<file path="src/rtl/qpsk_pkg.sv">
// qpsk_pkg: shared types and default sizing for the QPSK symbol sequencer.
package qpsk_pkg;
    localparam int DEF_SAMPLES_PER_SYM = 100;
    localparam int DEF_DIV             = 16;
    localparam int DEF_FIFO_DEPTH      = 4;

    typedef enum logic {IDLE, RUN} state_t;

    typedef struct packed {
        logic e;
        logic o;
    } sym_t;
endpackage

</file>
<file path="src/rtl/qpsk_sym_fifo.sv">
// qpsk_sym_fifo: first-word-fall-through FIFO of 2-bit symbols with level, full and empty.
module qpsk_sym_fifo
    import qpsk_pkg::*;
#(
    parameter int DEPTH = DEF_FIFO_DEPTH,
    localparam int AW   = $clog2(DEPTH)
) (
    input  logic        Clk,
    input  logic        Rst,
    input  logic        push_i,
    input  logic        pop_i,
    input  logic [1:0]  din_i,
    output logic [1:0]  dout_o,
    output logic [AW:0] level_o,
    output logic        full_o,
    output logic        empty_o
);
    logic [1:0]    mem [DEPTH];
    logic [AW-1:0] wr_q, rd_q;
    logic [AW:0]   level_q, level_d;
    logic          do_push, do_pop;

    assign do_push = push_i && !full_o;
    assign do_pop  = pop_i && !empty_o;
    assign level_d = level_q + (AW+1)'(do_push) - (AW+1)'(do_pop);
    assign full_o  = level_q == (AW+1)'(DEPTH);
    assign empty_o = level_q == '0;
    assign dout_o  = mem[rd_q];
    assign level_o = level_q;

    always_ff @(posedge Clk) begin
        if (do_push) mem[wr_q] <= din_i;
    end

    // Pointers wrap naturally because DEPTH is a power of two.
    always_ff @(posedge Clk) begin
        if (Rst) begin
            wr_q    <= '0;
            rd_q    <= '0;
            level_q <= '0;
        end else begin
            wr_q    <= wr_q + AW'(do_push);
            rd_q    <= rd_q + AW'(do_pop);
            level_q <= level_d;
        end
    end
endmodule

</file>
<file path="src/rtl/qpsk_symbol_sequencer.sv">
// qpsk_symbol_sequencer: pairs serial bits into (E,O) symbols, buffers them and
// paces each one over SAMPLES_PER_SYM carrier samples of the LUT modulator.
module qpsk_symbol_sequencer
    import qpsk_pkg::*;
#(
    parameter int DIV             = DEF_DIV,
    parameter int SAMPLES_PER_SYM = DEF_SAMPLES_PER_SYM,
    parameter int FIFO_DEPTH      = DEF_FIFO_DEPTH,
    parameter int PHASE_W         = $clog2(SAMPLES_PER_SYM)
) (
    input  logic                          Clk,
    input  logic                          Rst,
    input  logic                          en,
    input  logic                          bit_in,
    input  logic                          bit_valid,
    output logic                          bit_ready,
    output logic                          sym_e,
    output logic                          sym_o,
    output logic [PHASE_W-1:0]            phase_idx,
    output logic                          sample_en,
    output logic                          sym_start,
    output logic                          active,
    output logic                          underrun,
    output logic [$clog2(FIFO_DEPTH):0]   fifo_level
);
    localparam int DW = $clog2(DIV);

    logic [DW-1:0]      div_q, div_d;
    logic               half_q, e_q, accept, push, pop, full, empty, last_phase;
    logic [1:0]         head;
    sym_t               sym_q;
    state_t             state_q;
    logic [PHASE_W-1:0] phase_q;
    logic               start_q, under_q, active_q;

    assign sample_en  = en && !Rst && div_q == DW'(DIV - 1);
    assign div_d      = !en ? div_q : (div_q == DW'(DIV - 1) ? '0 : div_q + 1'b1);
    assign bit_ready  = !full && !Rst;
    assign accept     = bit_valid && bit_ready;
    assign push       = accept && half_q;
    assign last_phase = phase_q == PHASE_W'(SAMPLES_PER_SYM - 1);
    // Emptiness is judged on the registered level, so a same-cycle push never feeds this pop.
    assign pop        = sample_en && !empty && (state_q == IDLE || last_phase);

    qpsk_sym_fifo #(.DEPTH(FIFO_DEPTH)) u_fifo (
        .Clk     (Clk),
        .Rst     (Rst),
        .push_i  (push),
        .pop_i   (pop),
        .din_i   ({e_q, bit_in}),
        .dout_o  (head),
        .level_o (fifo_level),
        .full_o  (full),
        .empty_o (empty)
    );

    always_ff @(posedge Clk) begin
        if (Rst) begin
            div_q  <= '0;
            half_q <= 1'b0;
            e_q    <= 1'b0;
        end else begin
            div_q <= div_d;
            if (accept) begin
                half_q <= !half_q;
                if (!half_q) e_q <= bit_in;
            end
        end
    end

    always_ff @(posedge Clk) begin
        if (Rst) begin
            state_q  <= IDLE;
            phase_q  <= '0;
            sym_q    <= '0;
            start_q  <= 1'b0;
            under_q  <= 1'b0;
            active_q <= 1'b0;
        end else begin
            start_q <= 1'b0;
            under_q <= 1'b0;
            if (pop) begin
                sym_q    <= head;
                phase_q  <= '0;
                start_q  <= 1'b1;
                active_q <= 1'b1;
                state_q  <= RUN;
            end else if (sample_en && state_q == RUN && !last_phase) begin
                phase_q <= phase_q + 1'b1;
            end else if (sample_en && state_q == RUN) begin
                under_q  <= 1'b1;
                active_q <= 1'b0;
                phase_q  <= '0;
                state_q  <= IDLE;
            end
        end
    end

    assign sym_e     = sym_q.e;
    assign sym_o     = sym_q.o;
    assign phase_idx = phase_q;
    assign sym_start = start_q;
    assign underrun  = under_q;
    assign active    = active_q;
endmodule

</file>
<file path="config.mk">
export PLATFORM = sky130hd
export DESIGN_NAME = qpsk_symbol_sequencer
export DESIGN_NICKNAME = d
export VERILOG_FILES = /design/src/rtl/qpsk_pkg.sv /design/src/rtl/qpsk_sym_fifo.sv /design/src/rtl/qpsk_symbol_sequencer.sv
export SDC_FILE = /design/constraint.sdc
export NUM_CORES = 1
export LEC_CHECK = 0
export CORE_MARGIN = 5
export CORE_UTILIZATION = 55
export CTS_BUF_LIST = sky130_fd_sc_hd__clkbuf_4
export CTS_CLUSTER_DIAMETER = 60
export DETAILED_ROUTE_END_ITERATION = 8
export HOLD_SLACK_MARGIN = 0.06
export PLACE_DENSITY = 0.81
export REMOVE_ABC_BUFFERS = 1
export SLEW_MARGIN = 20
export SYNTH_ARGS = -nofsm -noshare
export SYNTH_HDL_FRONTEND = slang
export SYNTH_HIERARCHICAL = 1
export SYNTH_SLANG_ARGS = --single-unit
</file>
<file path="constraint.sdc">
create_clock -name Clk -period 7.1 [get_ports Clk]
set_clock_uncertainty 0.2 [all_clocks]
set_input_delay 1.065 -clock Clk [delete_from_list [all_inputs] [get_ports Clk]]
set_output_delay 1.065 -clock Clk [all_outputs]
set_load 0.01 [all_outputs]
</file>
==> impl_results.md, run 1 <==
- Clock Sinks: 33
- Max_cap viols: 0
- CTS tree: yes
- Max Fclk: 238 MHz
- Number of global-route vias before repair: 1,046
- Critical Path Sink Type: primary output
- Largest net degree at the start of global routing: 30
- Final setup viols: 0
- Cts hold-fix bufs: 0
- Worst-Skew Late Latency: 0.35 ns
- Worst EP arrival: 2.94 ns
- Maximum fanout along the worst path: 11
- GRT Total Usage: 15.0%
- RSZ-0062 raised after global routing: no
- Asr flop ratio synth: 0%
- Initial Util: 55.8%
- Critical path startpoint category: input port
- 1st-pass router iterations: 4
- Worst reg2reg path depth: 10
- Routed WL: 2720 um
- Synth area leader: dfxtp_1
- DRC viols: 0
- Top FF cell, synth: dfxtp_1
- P_int: 242 uW
- Pwr/cell area: 179 mW/mm^2
- Area delta synth->final: 19.9%
- Port Buf Inserts: 21
- Layout cell share with drive strength beyond 1: 13.1%
- Slew Limit Headroom: 60.0%
- Critical path type: input port to primary output
- NetSw: 79.8 uW
- CTS clk-pin slew, worst paths: 0.11 ns
- Yosys top cell area share: 33.4%
- Final HPWL DP: 2010 um
- Die ar.: 0.00387 sq mm
- Hold Vio Cnt, Final: 0
- Ys Warns: 6
- Post-CTS setup repair buffer count: 0
- Clock network fraction of design power: 32.2%
- Area contributors post-synth: dfxtp_1, edfxtp_1, xnor2_1
- Vias post-DR: 1,100
- Global-route wire length before repair: 4730 um
- I/O pin count: 22
- Routability Congestion: 0.812
- Worst Hold Class: flop to flop
- Width of the die: 62.2 um
- Die H: 62.2 um
- Max VDD drop: 0.174 mV
- WL per Instance: 14.2 um
- Final worst slack: 2.89 ns
- 1st-iter DRT viols: 52
- CTS H-tree depth: 2
- Max-slew violation count: 0
- Mapped cell area: 0.00150 sq mm
- Sw Ratio: 24.8%
- # diodes: 0
- CTS Buf Count: 5
- Synthesized area per cell: 11.3 sq um
- Setup TNS Final: 0 ns
- Register bit total from synthesis: 33
- Final worst-path cycle share: 59.2%
- CTS resizes: 0
- Part of the power in registers: 61.9%
- Post-Syn Instances: 133
- Total Nets Final: 169
- Core Rows: 19
- Combinational power share: 6.0%
- Status: completed
- Initial antenna violation count: 0
- Required time of the worst setup path: 5.83 ns
- Register area share after synthesis: 49.4%
- Hold Path Depth: 0
- Pre-CTS WS: 2.65 ns
- Worst-case clock buffer depth: 2
- Post-synth EDFFs: 8
- Netlist cell types: 46
- Root buf cell: clkbuf_4
- Final ANT Viol Nets: 0
- Core Region: 0.00269 sq mm
- Worst-margin pin slew: 0.595 ns
- Final min period: 4.21 ns
- Leak: 0.000616 uW
- Grt total ovfl: 0
- Vias/cell: 5.76
-- state kept, by name (all words and copies together), names as in the netlist --
register and cells:
active 1, div_q 4, e_q 1, half_q 1, phase_idx 7, sym_e 1, sym_o 1, sym_start 1
u_fifo/level_o 3, u_fifo/mem 8, u_fifo/rd_q 2, u_fifo/wr_q 2, underrun 1
-- through the flow --
step	util [%]	power (uW)	cell area [sq um]	std cells	hold WS (ns)
3_5_place_dp	64.9	223	1740	183	0.315
6_report	67.0	322	1800	191	0.334
4_1_cts	67.0	324	1800	191	0.330
5_1_grt	67.0	338	1800	191	0.351
2_1_floorplan	-	212	1490	130	0.259
3_3_place_gp	64.9	221	1740	183	0.315
-- worst max-delay path, cell delays in order --
cell             delay [ns]
clkdlybuf4s50_1        0.59
nand4_1                0.43
nor2_1                 0.28
clkdlybuf4s50_1        0.57
-- kinds of logic (layout without fill, tap and decap cells) --
logic type	count (synthesis)	after routing	synth area share (%)
AOI/OAI and AO/OA	14	14	8.76
xor gates and xnor gates	12	12	7.01
adders and majority gates	5	5	4.67
buffers and inverters	7	34	1.83
DFF	33	33	49.4
muxes	7	7	6.51
and+or+nand+nor	55	55	21.9
-- layer usage --
layer | wire length (um) | global-route usage (%) | vias to the layer above
met3 | 116 | 6.31 | 7
met5 | 0 | 0 | -
li1 | - | - | 536
met1 | 1230 | 17.5 | 535
met4 | 36 | 4.88 | 0
met2 | 1330 | 24.7 | 22
-- power groups by stage --
stage                     clock (uW)  sequential, uW  combinational, uW
after floorplan                    0             203               9.76
after global placement             0             203               18.1
after detailed placement           0             203               19.3
after CTS                        105             199               19.5
after global routing             117             200               21.3
final                            104             199               19.2
-- Yosys cell counts (2+ instances only) --
master     n
nor2_1    17
a211oi_1   2
mux2i_1    3
nor2b_1    7
dfxtp_1   25
ha_1       4
xor2_1     3
mux4_2     2
nor3b_1    2
xnor2_1    9
a21oi_1    2
inv_1      3
nor3_1     9
nand3_1    4
mux2_2     2
nand2b_1   2
edfxtp_1   8
-- worst paths after layout --
| kind | from | to | slack [ns] |
|---|---|---|---|
| setup reg to reg | div_q[0] | u_fifo/level_o[2] | 3.69 |
| hold / removal | e_q | u_fifo/mem[3][1] | 0.33 |
| setup / recovery | en | sample_en | 2.89 |
| hold reg to reg | e_q | u_fifo/mem[3][1] | 0.33 |
-- placed cells by master (no fill, tap or decap), drive strengths merged, types with 2 or more instances in the layout --
cell,instances
clkinv,2
clkdlybuf4s50,21
nor2b,7
a21oi,2
xnor2,9
ha,4
a2111oi,2
a211oi,2
edfxtp,8
nand3,4
nand2b,3
dfxtp,25
mux2i,3
xor2,3
mux4,2
nor3b,3
inv,4
clkbuf,5
nand2,2
nor3,9
mux2,2
nor2,17
-- cell type report --
class	count	area, sq um
Inverter	4	15.0
Tap cell	31	38.8
Multi-Input combinational cell	93	732
Clock inverter	3	17.5
Sequential cell	33	741
Clock buffer	5	37.5
Fill cell	213	887
Timing Repair Buffer	22	218
Power figures use the tool's default switching activity.
==> run 2: changes to the inputs <==
Clock period 7.1 ns to 4.05 ns, I/O delays scaled along.
==> run 2 against run 1 <==
Net effect:
- global-route usage is 0.80 points higher
- non-clock buffer count rose by 2
- design area rose by 2.2%
- sequential share of layout area shrank 0.87 points
- register-to-register slack got worse by 2.6 ns
- sequential power grew 75%
- utilization rose by 1.4 points
- setup slack got worse by 2.0 ns
- wire length up 0.85%
- total power grew 93%
- worst hold slack lost 0.0077 ns
- critical endpoint unchanged
- largest cell class unchanged
==> impl_results.md, run 2 (synthesis gave the netlist of run 1 again) <==
- Status: completed (unchanged)
- Hold Path Depth: 0 (unchanged)
- Routed WL: 2740 um (was 2720 um)
- 1st-iter DRT viols: 50 (was 52)
- Final worst slack: 0.883 ns (was 2.89 ns)
- Post-CTS setup repair buffer count: 0 (unchanged)
- GRT Total Usage: 15.8% (was 15.0%)
- Hold Vio Cnt, Final: 0 (unchanged)
- Worst EP arrival: 2.36 ns (was 2.94 ns)
- CTS Buf Count: 5 (unchanged)
- Critical path startpoint category: input port (unchanged)
- Pwr/cell area: 338 mW/mm^2 (was 179 mW/mm^2)
- Die ar.: 0.00387 sq mm (unchanged)
- Most frequent cells in the layout: dfxtp_1, clkdlybuf4s50_1, nor2_1, nor3_1, xnor2_1 (unchanged)
- Initial Util: 55.8% (unchanged)
- Pre-CTS WS: 0.615 ns (was 2.65 ns)
- Worst-margin pin slew: 0.582 ns (was 0.595 ns)
- R2r setup slk: 1.10 ns (was 3.69 ns)
- Cts hold-fix bufs: 0 (unchanged)
- Grt total ovfl: 0 (unchanged)
- Max VDD drop: 0.274 mV (was 0.174 mV)
- Storage element area: 741 sq um (unchanged)
- 1st-pass router iterations: 4 (unchanged)
- WL per Instance: 14.2 um (about the same)
- DRC viols: 0 (unchanged)
- Final HPWL DP: 1970 um (was 2010 um)
- CTS tree: yes (unchanged)
- CTS resizes: 0 (unchanged)
- Die H: 62.2 um (unchanged)
- Core Region: 0.00269 sq mm (unchanged)
- Worst-Skew Late Latency: 0.33 ns (was 0.35 ns)
- Number of global-route vias before repair: 1,064 (was 1,046)
- Total Nets Final: 171 (was 169)
- Setup TNS Final: 0 ns (unchanged)
- Worst reg2reg path depth: 11 (was 10)
- Root buf cell: clkbuf_4 (unchanged)
- Routability Congestion: 0.799 (was 0.812)
- Slew Limit Headroom: 60.9% (was 60.0%)
- Most common cell after layout, fill and taps aside: dfxtp_1 (unchanged)
- Max Fclk: 316 MHz
- Critical Path Sink Type: primary output (unchanged)
- Required time of the worst setup path: 3.24 ns (was 5.83 ns)
- CTS H-tree depth: 2 (unchanged)
- CTS clk-pin slew, worst paths: 0.10 ns (was 0.11 ns)
- # diodes: 0 (unchanged)
- Critical path endpoint: sample_en (unchanged)
- Leak: 0.000633 uW (was 0.000616 uW)
- Maximum fanout along the worst path: 10 (was 11)
- Area taken by multi-input logic gates: 732 sq um (unchanged)
- Area delta synth->final: 22.5% (was 19.9%)
- Vias post-DR: 1,060 (was 1,100)
- Core Rows: 19 (unchanged)
- Final ANT Viol Nets: 0 (unchanged)
- Worst Hold Class: flop to flop (unchanged)
- Vias/cell: 5.49 (was 5.76)
- Final min period: 3.17 ns
- Reg-to-reg startpoint: phase_idx[0] (was div_q[0])
- Fin util: 68.4% (was 67.0%)
- Max-slew violation count: 0 (unchanged)
- Hold WS: 0.326 ns (was 0.334 ns)
- Largest net degree at the start of global routing: 20 (was 30)
- Final setup viols: 0 (unchanged)
- Global-route wire length before repair: 4890 um (was 4730 um)
- Max FFs per register: 8 (unchanged)
- Fill count: 207 (was 213)
- Clock Sinks: 33 (unchanged)
- RSZ-0062 raised after global routing: no (unchanged)
- Layout cell share with drive strength beyond 1: 13.6% (was 13.1%)
- I/O pin count: 22 (unchanged)
- Final worst-path cycle share: 78.2%
- Critical path type: input port to primary output (unchanged)
- Initial antenna violation count: 0 (unchanged)
- Worst Setup SP: en (unchanged)
- Max_cap viols: 0 (unchanged)
- Width of the die: 62.2 um (unchanged)
- Port Buf Inserts: 21 (unchanged)
- Worst-case clock buffer depth: 2 (unchanged)
- Register name with the most flops: u_fifo/mem (unchanged)
- Reg-to-reg endpoint: u_fifo/level_o[2] (unchanged)
run 2: cell type report:
| cell class | instances | area share (%) |
|---|---|---|
| clock buffers | 5 | 2.04 |
| clock inverters | 3 | 2.25 |
| inverters | 4 | 0.817 |
| multi-input cells | 93 | 39.8 |
| flip-flops and latches | 33 | 40.3 |
| well taps | 31 | 2.11 |
| repair buffers | 24 | 12.7 |
run 2: worst min-delay path by stage:
stage / startpoint / end / slack [ns]
after detailed placement: e_q / u_fifo/mem[0][1] / 0.29
after CTS: e_q / u_fifo/mem[0][1] / 0.32
after floorplan: e_q / u_fifo/mem[0][1] / 0.26
after global routing: e_q / u_fifo/mem[0][1] / 0.35
after global placement: e_q / u_fifo/mem[1][1] / 0.28
final: e_q / u_fifo/mem[0][1] / 0.33
run 2: where the power goes:
group	internal [uW]	switching, uW
Sequential	343	6.04
Clock	128	112
Combinational	16.2	16.7
run 2: layer usage:
metal / track usage, % / wire length (um)
met1: 19.7 / 1230
met2: 24.4 / 1330
met3: 5.95 / 124
met4: 6.78 / 48
met5: 0 / 0
run 2: per-stage QoR:
stage                     cells  power (uW)  cell area [sq um]
after floorplan             130         372               1490
after global placement      185         387               1760
after detailed placement    185         389               1760
after CTS                   193         628               1840
after global routing        193         651               1840
final                       193         621               1840
run 2: critical path, cell delays in order:
cell	delay (ns)
clkdlybuf4s50_1	0.60
nand4_1	0.23
buf_4	0.24
nor2_1	0.13
clkdlybuf4s50_1	0.56
==> run 3: changes to the inputs <==
Settings changed: CORE_UTILIZATION 55 to 50, PLACE_DENSITY 0.81 to 0.77.
Clock period 4.05 ns to 2.6 ns, I/O delays scaled along.
==> run 3 against run 2 <==
Net effect:
- the run now ends with negative setup slack left
- design area is 15% higher
- sequential cell count unchanged
- largest power group unchanged
- non-clock buffer count increased by 32
==> impl_results.md, run 3 (synthesis gave the netlist of run 1 again) <==
- CTS H-tree depth: 2 (unchanged)
- Layout cell share with drive strength beyond 1: 32.5% (was 13.6%)
- Max Fclk: 370 MHz
- Total Nets Final: 203 (was 171)
- Pwr/cell area: 468 mW/mm^2 (was 338 mW/mm^2)
- Worst-Skew Late Latency: 0.34 ns (was 0.33 ns)
- Core Region: 0.00281 sq mm (was 0.00269 sq mm)
- Final setup viols: 2 (was 0)
- # diodes: 0 (unchanged)
- Critical Path Sink Type: flop (was primary output)
- Final min period: 2.70 ns
- I/O pin count: 22 (unchanged)
- Cell mode on critical path: xnor2_1 (was clkdlybuf4s50_1)
- Worst Hold Class: flop to flop (unchanged)
- Die H: 64.8 um (was 62.2 um)
- Top Family by Delay on Critical Path: compound AO/OA/AOI/OAI gates (was buffers and inverters)
- RSZ-0062 raised after global routing: yes (was no)
- Non-Filler Instances: 225 (was 193)
- GRT Total Usage: 17.6% (was 15.8%)
- 1st-pass router iterations: 4 (unchanged)
- Status: complete, but fails checks (was completed)
- Required time of the worst setup path: 2.62 ns (was 3.24 ns)
- Grt total ovfl: 0 (unchanged)
- Max FFs per register: 8 (unchanged)
- CTS clk-pin slew, worst paths: 0.10 ns (about the same)
- Root buf cell: clkbuf_4 (unchanged)
- Max_cap viols: 0 (unchanged)
- Worst EP arrival: 2.72 ns (was 2.36 ns)
- CTS Buf Count: 5 (unchanged)
- Worst-margin pin slew: 0.465 ns (was 0.582 ns)
- DP Cell Count: 211 (was 185)
- Most common cell after layout, fill and taps aside: buf_4 (was dfxtp_1)
- Area delta synth->final: 41.1% (was 22.5%)
- Max-slew violation count: 0 (unchanged)
- Hold Vio Cnt, Final: 0 (unchanged)
- Critical path startpoint category: flop (was input port)
- Slew Limit Headroom: 68.7% (was 60.9%)
- Final HPWL DP: 2380 um (was 1970 um)
- CP peak stage delay: 0.40 ns (was 0.60 ns)
- Number of global-route vias before repair: 1,240 (was 1,064)
- Critical path type: flop to flop (was input port to primary output)
- CTS tree: yes (unchanged)
- Register name with the most flops: u_fifo/mem (unchanged)
- Tot Pwr: 992 uW (was 621 uW)
- Largest net degree at the start of global routing: 24 (was 20)
- Failing checks: negative setup slack
- Routed WL: 3370 um (was 2740 um)
- Clock Sinks: 33 (unchanged)
- Vias post-DR: 1,235 (was 1,060)
- Final ANT Viol Nets: 0 (unchanged)
- Routability Congestion: 0.833 (was 0.799)
- Max VDD drop: 0.691 mV (was 0.274 mV)
- Maximum fanout along the worst path: 3 (was 10)
- Width of the die: 64.8 um (was 62.2 um)
- Slowest cell on crit path: a2111oi_4 (was clkdlybuf4s50_1)
- Most frequent cells in the layout: buf_4, dfxtp_1, clkdlybuf4s50_1, nor2_1, nor3_1 (was dfxtp_1, clkdlybuf4s50_1, nor2_1, nor3_1, xnor2_1)
- Final worst slack: -0.102 ns (was 0.883 ns)
- Core Rows: 19 (unchanged)
- Global-route wire length before repair: 5610 um (was 4890 um)
- 1st-iter DRT viols: 58 (was 50)
- Initial antenna violation count: 0 (unchanged)
- Final worst-path cycle share: 104%
- Die ar.: 0.00420 sq mm (was 0.00387 sq mm)
- WL per Instance: 15.0 um (was 14.2 um)
- DRC viols: 0 (unchanged)
- Vias/cell: 5.49 (about the same)
- CP Buf/Inv Count: 0 (was 3)
- Worst-case clock buffer depth: 2 (unchanged)
- Leak: 0.000822 uW (was 0.000633 uW)
- Port Buf Inserts: 21 (unchanged)
- Initial Util: 53.5% (was 55.8%)
- Worst-path cell chain: nor4b_4, nand2_2, a2111oi_4, o31ai_4, xnor2_1, ha_2, fa_2, xnor2_2, xnor2_1, nor2_1 (was clkdlybuf4s50_1, nand4_1, buf_4, nor2_1, clkdlybuf4s50_1)
[run 3: cell types whose count changed in the layout (fill, tap and decap cells not counted), sizes merged]
cell and change:
clkbuf +1, clkinvlp -1, buf +32, clkdlybuf4s50 -1, dlymetal6s2s +1
[run 3: worst reg2reg max path: cells and delay by family, from the launching register on]
kind	cells	cell delay [ns]
xor gates and xnor gates	3	0.45
adders and majority gates	2	0.54
DFF	1	0.35
AOI/OAI and AO/OA	2	0.56
and+or+nand+nor	3	0.50
[run 3: metal layers]
metal  track usage (%)  vias to the layer above  share of wire [%]
met5                 0                        -                  0
met4              6.33                        0                1.4
met3              6.22                        6                4.7
met2              31.8                       27                 53
met1              18.8                      599                 41
li1                  -                      603                  -
[run 3: path summary, 6_finish.rpt]
kind         slack, ns    startpoint                end  depth (start not counted)
min reg2reg       0.32           e_q   u_fifo/mem[1][1]                          0
min               0.32           e_q   u_fifo/mem[1][1]                          0
max              -0.10  phase_idx[3]  u_fifo/level_o[2]                         10
max reg2reg      -0.10  phase_idx[3]  u_fifo/level_o[2]                         10
[run 3: stage by stage]
step,TNS (ns),cell area [sq um],hold slack [ns],setup WS (ns),utilization (%)
after floorplan,-0.689,1490,0.259,-0.432,-
after global placement,-0.498,1950,0.307,-0.339,69.7
after detailed placement,-0.602,1950,0.326,-0.388,69.7
after CTS,-0.0323,2080,0.325,-0.0323,74.1
after global routing,-0.328,2120,0.350,-0.209,75.5
final,-0.107,2120,0.316,-0.102,75.5
[run 3: what timing repair did]
| action | in CTS | in global routing |
|---|---|---|
| setup buffers | 3 | 3 |
| gates cloned | 0 | 0 |
| pin swaps | 6 | 5 |
| resized for setup | 8 | 4 |
| hold buffers | 0 | 0 |
| setup endpoints to repair | 2 | 3 |
| hold endpoints to repair | 0 | 0 |
[run 3: final cells by class]
class | count | area [sq um]
Sequential cell | 33 | 744
Fill cell | 199 | 688
Clock inverter | 2 | 33.8
Tap cell | 31 | 38.8
Multi-Input combinational cell | 93 | 761
Inverter | 4 | 15.0
Timing Repair Buffer | 56 | 479
Clock buffer | 6 | 45.0
[run 3: report_power, final]
| part | switching (uW) | internal, uW | leakage, uW |
|---|---|---|---|
| clock network | 173 | 211 | 0.0000433 |
| registers | 8.83 | 534 | 0.000277 |
| logic | 30.8 | 35.1 | 0.000501 |
| total | 212 | 779 | 0.000822 |
